### src/rtl/butterfly_control.sv
// ---------------------------------------------------------------------------
// butterfly_control
//
// Sequencer for the butterfly datapath. One push of the board key enters one
// operand (Re(w), Im(w), Re(b), Im(b), then Re(a) and Im(a) later in the
// sequence). The two multiply passes run automatically. The four results
// a+wb / a-wb (real and imaginary) are then stepped onto the LEDs.
//
// The raw key is synchronised and debounced here, so one physical press
// advances the sequence by exactly one step.
//
// Ports:
//   clk             system clock
//   reset           asynchronous, active-low reset
//   key_n           raw push-button, low = pressed, asynchronous to clk
//   load_coeff      datapath coefficient load strobe
//   load_b          datapath b pipeline load/shift strobe
//   load_mult       datapath multiplier input register load
//   multiply        datapath multiplier output register enable
//   load_output_reg datapath LED/feedback register enable
//   subtract        datapath add/sub select (1 = subtract)
//   mult_out_select datapath multiplier-output mux select
//   fbr_input       feedback register loads data_in
//   step            current state index, for the HEX display
//   busy            high while in an automatic (one-cycle) state
// ---------------------------------------------------------------------------
module butterfly_control #(
    parameter int SYNC_STAGES     = 2,
    parameter int DEBOUNCE_CYCLES = 16
) (
    input  logic       clk,
    input  logic       reset,
    input  logic       key_n,
    output logic       load_coeff,
    output logic       load_b,
    output logic       load_mult,
    output logic       multiply,
    output logic       load_output_reg,
    output logic       subtract,
    output logic       mult_out_select,
    output logic       fbr_input,
    output logic [3:0] step,
    output logic       busy
);

    localparam int CNT_W = $clog2(DEBOUNCE_CYCLES + 1);

    // Control word bit positions, packed as
    // {load_coeff, load_b, load_mult, multiply,
    //  load_output_reg, subtract, mult_out_select, fbr_input}
    localparam logic [7:0] W_COEFF = 8'b1000_0000;
    localparam logic [7:0] W_LDB   = 8'b0100_0000;
    localparam logic [7:0] W_LDM   = 8'b0010_0000;
    localparam logic [7:0] W_MUL   = 8'b0001_0000;
    localparam logic [7:0] W_OUT   = 8'b0000_1000;
    localparam logic [7:0] W_SUB   = 8'b0000_0100;
    localparam logic [7:0] W_MSEL  = 8'b0000_0010;
    localparam logic [7:0] W_FBR   = 8'b0000_0001;

    typedef enum logic [3:0] {
        W_REW  = 4'd0,
        W_IMW  = 4'd1,
        W_REB  = 4'd2,
        W_IMB  = 4'd3,
        M_LOAD = 4'd4,
        M_RE   = 4'd5,
        M_IM   = 4'd6,
        W_REA  = 4'd7,
        O_REP  = 4'd8,
        W_REM  = 4'd9,
        W_IMA  = 4'd10,
        O_IMP  = 4'd11,
        W_IMM  = 4'd12
    } state_t;

    logic [SYNC_STAGES-1:0] sync_q;
    logic                   synced;
    logic                   released_q, released_d;
    logic [CNT_W-1:0]       cnt_q, cnt_d;
    logic                   press_pulse;
    state_t                 state_q, state_d;
    logic [7:0]             word_q, word_d;

    assign synced = sync_q[SYNC_STAGES-1];

    // Debouncer: count cycles in which the synchronised key disagrees with
    // the debounced level. Once the count has reached DEBOUNCE_CYCLES, the
    // level follows the key. Any agreeing cycle restarts the count, so a
    // bounce never accumulates across glitches.
    always_comb begin
        released_d = released_q;
        cnt_d      = '0;
        if (synced != released_q) begin
            if (cnt_q == CNT_W'(DEBOUNCE_CYCLES)) begin
                released_d = synced;
            end else begin
                cnt_d = cnt_q + CNT_W'(1);
            end
        end
    end

    // The press is taken from the combinational next level. The FSM can
    // then advance on the same edge at which the debounced level flips.
    assign press_pulse = released_q & ~released_d;

    // Sequencer next state and control word. A state's word is loaded as
    // the state is exited, so the datapath sees it for exactly one cycle.
    // Wait states ignore everything but a press. Automatic states ignore
    // presses entirely, so a press is dropped rather than queued.
    always_comb begin
        state_d = state_q;
        word_d  = '0;
        case (state_q)
            W_REW:  if (press_pulse) begin state_d = W_IMW; word_d = W_COEFF; end
            W_IMW:  if (press_pulse) begin state_d = W_REB; word_d = W_COEFF; end
            W_REB:  if (press_pulse) begin state_d = W_IMB; word_d = W_LDB;   end
            W_IMB:  if (press_pulse) begin state_d = M_LOAD; word_d = W_LDB;  end
            M_LOAD: begin state_d = M_RE;  word_d = W_LDM | W_LDB;         end
            M_RE:   begin state_d = M_IM;  word_d = W_MUL | W_SUB | W_LDM; end
            M_IM:   begin state_d = W_REA; word_d = W_MUL;                 end
            W_REA:  if (press_pulse) begin state_d = O_REP; word_d = W_OUT | W_FBR; end
            O_REP:  begin state_d = W_REM; word_d = W_OUT;                 end
            W_REM:  if (press_pulse) begin state_d = W_IMA; word_d = W_OUT | W_SUB; end
            W_IMA:  if (press_pulse) begin
                        state_d = O_IMP;
                        word_d  = W_OUT | W_FBR | W_MSEL;
                    end
            O_IMP:  begin state_d = W_IMM; word_d = W_OUT | W_MSEL;        end
            W_IMM:  if (press_pulse) begin
                        state_d = W_REW;
                        word_d  = W_OUT | W_SUB | W_MSEL;
                    end
            default: state_d = W_REW;
        endcase
    end

    // Registers. The synchroniser and the debounced level reset to the
    // released level. A key held through reset therefore produces a single
    // fresh press once the debounce latency has elapsed.
    always_ff @(posedge clk or negedge reset) begin
        if (!reset) begin
            sync_q     <= '1;
            released_q <= 1'b1;
            cnt_q      <= '0;
            state_q    <= W_REW;
            word_q     <= '0;
        end else begin
            sync_q     <= {sync_q[SYNC_STAGES-2:0], key_n};
            released_q <= released_d;
            cnt_q      <= cnt_d;
            state_q    <= state_d;
            word_q     <= word_d;
        end
    end

    assign load_coeff      = word_q[7];
    assign load_b          = word_q[6];
    assign load_mult       = word_q[5];
    assign multiply        = word_q[4];
    assign load_output_reg = word_q[3];
    assign subtract        = word_q[2];
    assign mult_out_select = word_q[1];
    assign fbr_input       = word_q[0];

    assign step = state_q;
    assign busy = (state_q == M_LOAD) || (state_q == M_RE) || (state_q == M_IM) ||
                  (state_q == O_REP)  || (state_q == O_IMP);

endmodule

### config.mk
export PLATFORM = sky130hd
export DESIGN_NAME = butterfly_control
export DESIGN_NICKNAME = d
export VERILOG_FILES = /design/src/rtl/butterfly_control.sv
export SDC_FILE = /design/constraint.sdc
export NUM_CORES = 1
export LEC_CHECK = 0
export CAP_MARGIN = 40
export CORE_MARGIN = 3
export CORE_UTILIZATION = 46
export DETAILED_ROUTE_END_ITERATION = 12
export PLACE_DENSITY = 0.7
export SYNTH_ARGS = -nofsm -noshare
export SYNTH_HDL_FRONTEND = slang
export SYNTH_SLANG_ARGS = --single-unit
### constraint.sdc
create_clock -name clk -period 1.4 [get_ports clk]
set_input_delay 0.14 -clock clk [delete_from_list [all_inputs] [get_ports clk]]
set_output_delay 0.14 -clock clk [all_outputs]
set_load 0.01 [all_outputs]
==> impl_results.html <==
<table>
<tr><th>Metric</th><th>Value</th></tr>
<tr><th colspan="2">Outcome</th></tr>
<tr><td>Run status</td><td>finished with violations</td></tr>
<tr><td>Violated checks</td><td>negative setup slack</td></tr>
<tr><th colspan="2">Logic synthesis</th></tr>
<tr><td>Post-synthesis cell area</td><td>961 um2</td></tr>
<tr><td>Synth Area in Adders</td><td>under 10%</td></tr>
<tr><td>Yosys warns</td><td>0</td></tr>
<tr><td>Nets in the synthesized netlist</td><td>98</td></tr>
<tr><td>Sequential cell area fraction in the yosys report</td><td>52.5%</td></tr>
<tr><td>Largest family of logic cells by synthesized area</td><td>simple AND/OR/NAND/NOR gates</td></tr>
<tr><td>Avg Cell Area, Syn</td><td>10.3 um2</td></tr>
<tr><td>Cell count after synthesis</td><td>a little over 90</td></tr>
<tr><td>Cells taking the most area after synthesis</td><td>sky130_fd_sc_hd__dfrtp_1 44%, sky130_fd_sc_hd__dfstp_2 8.2%, sky130_fd_sc_hd__nand2_1 3.9%</td></tr>
<tr><td>Primary flip-flop cell chosen by synthesis mapping</td><td>sky130_fd_sc_hd__dfrtp_1</td></tr>
<tr><td>Basic-gate share of the synthesized area counting and, or, nand and nor cells</td><td>21.5%</td></tr>
<tr><td>Number of synthesized flops with an enable pin</td><td>0</td></tr>
<tr><td>Share of synthesized area spent on multiplexers</td><td>about 1.2%</td></tr>
<tr><td>Number of distinct library cell variants in the gate-level netlist after synthesis</td><td>31</td></tr>
<tr><td>Total of flip-flops plus latches after synthesis</td><td>20</td></tr>
<tr><td>Cell taking the most area after synthesis</td><td>sky130_fd_sc_hd__dfrtp_1</td></tr>
<tr><td>Cell with the most instances after synthesis</td><td>sky130_fd_sc_hd__dfrtp_1</td></tr>
<tr><td>List of most frequent post-synthesis cells</td><td>17 x sky130_fd_sc_hd__dfrtp_1, 10 x sky130_fd_sc_hd__nand2_1, 8 x sky130_fd_sc_hd__nor2_1</td></tr>
<tr><td>Share of the synthesized area in the top cell type</td><td>around 44%</td></tr>
<tr><td>Compound-cell area share of the yosys netlist</td><td>13.9%</td></tr>
<tr><td>Post-synthesis share of cell area spent on xor and xnor gates</td><td>3.65%</td></tr>
<tr><td>Async set-reset flop share out of synthesis</td><td>100%</td></tr>
<tr><th colspan="2">Timing</th></tr>
<tr><td>Hold Violations, Final</td><td>0</td></tr>
<tr><td>Unrepaired setup endpoints after global routing</td><td>true</td></tr>
<tr><td>Final Cycle Share</td><td>109%</td></tr>
<tr><td>Final number of setup-violating endpoints</td><td>8</td></tr>
<tr><td>Max-Slew Margin vs Limit</td><td>79.6%</td></tr>
<tr><td>Transition time at the pin with the least slew margin</td><td>0.305 ns</td></tr>
<tr><td>Max-slew violation count</td><td>0</td></tr>
<tr><td>Min Tclk post-route</td><td>1.53 ns</td></tr>
<tr><td>Peak clock frequency supported by timing</td><td>~650 MHz</td></tr>
<tr><td>Worst hold margin</td><td>0.148 ns</td></tr>
<tr><td>Largest clock skew in the final design</td><td>~0.012 ns</td></tr>
<tr><td>Final worst setup slack</td><td>-0.127 ns</td></tr>
<tr><th colspan="2">Drt</th></tr>
<tr><td>Routed WL per cell</td><td>14.8 um</td></tr>
<tr><td>Residual DRC count</td><td>0</td></tr>
<tr><td>Number of search-and-repair iterations in the first detailed-routing pass</td><td>4</td></tr>
<tr><td>Count of nets left with antenna violations after detail routing</td><td>0</td></tr>
<tr><td>Total via count in the routed design</td><td>848</td></tr>
<tr><td>Detail-routed via count per cell</td><td>5.37</td></tr>
<tr><td>Routed WL</td><td>2340 um</td></tr>
<tr><td>Number of DRC markers after the initial detailed-route iteration</td><td>16</td></tr>
<tr><th colspan="2">Clock tree</th></tr>
<tr><td>Hold Buf Count CTS</td><td>0</td></tr>
<tr><td>Cts bufs inserted</td><td>3</td></tr>
<tr><td>Clock insertion delay at the later pin of the skew report</td><td>0.31 ns</td></tr>
<tr><td>CTS Root Buffer Type</td><td>sky130_fd_sc_hd__clkbuf_4</td></tr>
<tr><td>CTS clock-pin slew for the worst setup and hold paths</td><td>0.12 ns</td></tr>
<tr><td>Max H-tree Level</td><td>1</td></tr>
<tr><td>Clock Tree Buf Depth</td><td>2</td></tr>
<tr><td>TritonCTS clock tree</td><td>built</td></tr>
<tr><td>Clock sinks</td><td>20</td></tr>
<tr><th colspan="2">Layout</th></tr>
<tr><td>Finished Core Util</td><td>slightly below 80%</td></tr>
<tr><td>Number of fill cells in the layout</td><td>125</td></tr>
<tr><td>Area delta synth-&gt;final</td><td>47.7%</td></tr>
<tr><td>Number of antenna diodes</td><td>0</td></tr>
<tr><td>Fin nets</td><td>139</td></tr>
<tr><td>Fraction of layout cells with a size suffix above 1</td><td>between 40 and 50%</td></tr>
<tr><th colspan="2">Pwr</th></tr>
<tr><td>Maximum VDD drop</td><td>0.000522 V</td></tr>
<tr><td>Leakage</td><td>0.654 nW</td></tr>
<tr><td>PwrDens</td><td>704 mW/mm2</td></tr>
<tr><th colspan="2">Floorplanning</th></tr>
<tr><td>Starting utilization of the core area</td><td>52.2%</td></tr>
<tr><td>Die Area</td><td>0.00267 mm2</td></tr>
<tr><td>Die H</td><td>between 50 and 60 um</td></tr>
<tr><td>Area of the core</td><td>0.00184 mm2</td></tr>
<tr><td>Placement Rows</td><td>15</td></tr>
<tr><td>Width of the chip</td><td>51.7 um</td></tr>
<tr><td>Top-Level Pins</td><td>16</td></tr>
<tr><th colspan="2">Critical path</th></tr>
<tr><td>Largest fanout on the critical path</td><td>5</td></tr>
<tr><td>Critical path data arrival time</td><td>between 1.5 and 2 ns</td></tr>
<tr><td>Category of the worst setup path launch point</td><td>flop</td></tr>
<tr><td>Slack of the worst reg-to-reg path</td><td>-0.13 ns</td></tr>
<tr><td>Worst Setup SP</td><td>cnt_q[1]</td></tr>
<tr><td>Critical setup path kind</td><td>reg2reg</td></tr>
<tr><td>Required arrival time at the worst endpoint</td><td>1.60 ns</td></tr>
<tr><td>Register-to-Register Path Depth</td><td>6</td></tr>
<tr><td>End of the worst register-to-register path</td><td>step[1]</td></tr>
<tr><td>Worst setup path endpoint</td><td>step[1]</td></tr>
<tr><td>Start of the worst register-to-register path</td><td>cnt_q[1]</td></tr>
<tr><td>CP Capture Type</td><td>flop</td></tr>
<tr><th colspan="2">Place</th></tr>
<tr><td>Placer's final routability congestion estimate</td><td>0.855</td></tr>
<tr><td>Detailed placer's ending HPWL</td><td>1460 um</td></tr>
<tr><td>Number of buffers inserted by port buffering</td><td>15</td></tr>
<tr><th colspan="2">Global routing</th></tr>
<tr><td>Pin count of the biggest net entering global routing</td><td>21</td></tr>
<tr><td>First-pass GRT wire length</td><td>3660 um</td></tr>
<tr><td>Number of global-route vias before repair</td><td>836</td></tr>
<tr><td>Sum of overflow across all layers after global routing</td><td>0</td></tr>
<tr><td>Number of antenna violations at the first check in global routing</td><td>0</td></tr>
<tr><td>All-layer global routing usage</td><td>a little under a fifth</td></tr>
<tr><th colspan="2">Hold path</th></tr>
<tr><td>Type of the worst min-delay path</td><td>in2async</td></tr>
<tr><th colspan="2">Job</th></tr>
<tr><td>Number of max-capacitance violations reported</td><td>0</td></tr>
</table>
-- layer usage --
layer	GRT usage, %	vias up	wire length, um
met5	0	-	0
met4	7.42	0	53
met3	3.72	8	157
met2	30.5	34	1140
met1	23.5	407	986
li1	-	399	-
-- stage by stage --
stage / setup WS [ns] / TNS, ns / instance area, um2 / cells / total power [mW]
2_1_floorplan: -0.0651 / -0.0695 / 963 / 93 / 0.624
3_3_place_gp: -0.114 / -0.159 / 1260 / 147 / 0.656
3_5_place_dp: -0.147 / -0.227 / 1260 / 147 / 0.658
4_1_cts: -0.134 / -0.208 / 1320 / 154 / 0.981
5_1_grt: -0.183 / -1.42 / 1420 / 158 / 1.02
6_report: -0.127 / -0.434 / 1420 / 158 / 0.999
-- cell families (layout without fill, tap and decap cells) --
family | count (synthesis) | count (layout)
AO/OA/AOI/OAI | 19 | 19
XOR/XNOR | 4 | 4
adder cells (fa/ha/maj) | 2 | 2
buffers and inverters | 9 | 48
flip-flops | 20 | 20
multiplexers | 1 | 1
AND/OR/NAND/NOR | 38 | 39
-- timing repair --
item | in CTS | in global routing
resized for setup | 18 | 21
setup endpoints to repair | 13 | 16
pin swaps | 1 | 8
gates cloned | 1 | 0
setup buffers | 2 | 4
-- layout by cell type (no fill, tap or decap), types with 4 or more instances in the layout --
cell type                         Yosys  final
sky130_fd_sc_hd__a21oi_1              5      4
sky130_fd_sc_hd__nand2_1             10      8
sky130_fd_sc_hd__dfrtp_1             17     15
sky130_fd_sc_hd__clkdlybuf4s50_1      0     10
sky130_fd_sc_hd__nor2_1               8      5
sky130_fd_sc_hd__buf_4                0     22
-- layout make-up --
class	count	area [um2]	area share, %
clock buffers	4	36.3	2.56
inverters	4	15.0	1.06
repair buffers	40	335	23.6
flip-flops and latches	20	507	35.7
multi-input cells	65	494	34.8
well taps	25	31.3	2.20
-- worst max-delay path, stage by stage, from the launching register on --
cell and delay, ns:
sky130_fd_sc_hd__dfrtp_1 0.41, sky130_fd_sc_hd__inv_1 0.07, sky130_fd_sc_hd__ha_2 0.16, sky130_fd_sc_hd__and4bb_4 0.28, sky130_fd_sc_hd__and2_4 0.21, sky130_fd_sc_hd__o21ai_2 0.06
sky130_fd_sc_hd__and4bb_2 0.22
-- how the worst min path moves through the flow --
stage	start	end	slack [ns]	cells after the start
2_1_floorplan	reset	cnt_q[0]	-0.16	0
3_3_place_gp	sync_q[0]	sync_q[1]	0.35	0
3_5_place_dp	sync_q[0]	sync_q[1]	0.35	0
4_1_cts	reset	cnt_q[4]	0.17	2
5_1_grt	reset	cnt_q[4]	0.17	2
6_report	reset	cnt_q[4]	0.15	2
-- flip-flops by register name (all words and copies together) (netlist names) --
name	flops
step	4
cnt_q	5
released_q	1
sync_q	2
word_q	8
-- power by group --
group / switching, mW / internal [mW]
clock: 0.181 / 0.159
sequential: 0.00658 / 0.590
combinational: 0.0305 / 0.0318
(Power assumes the default switching activity.)
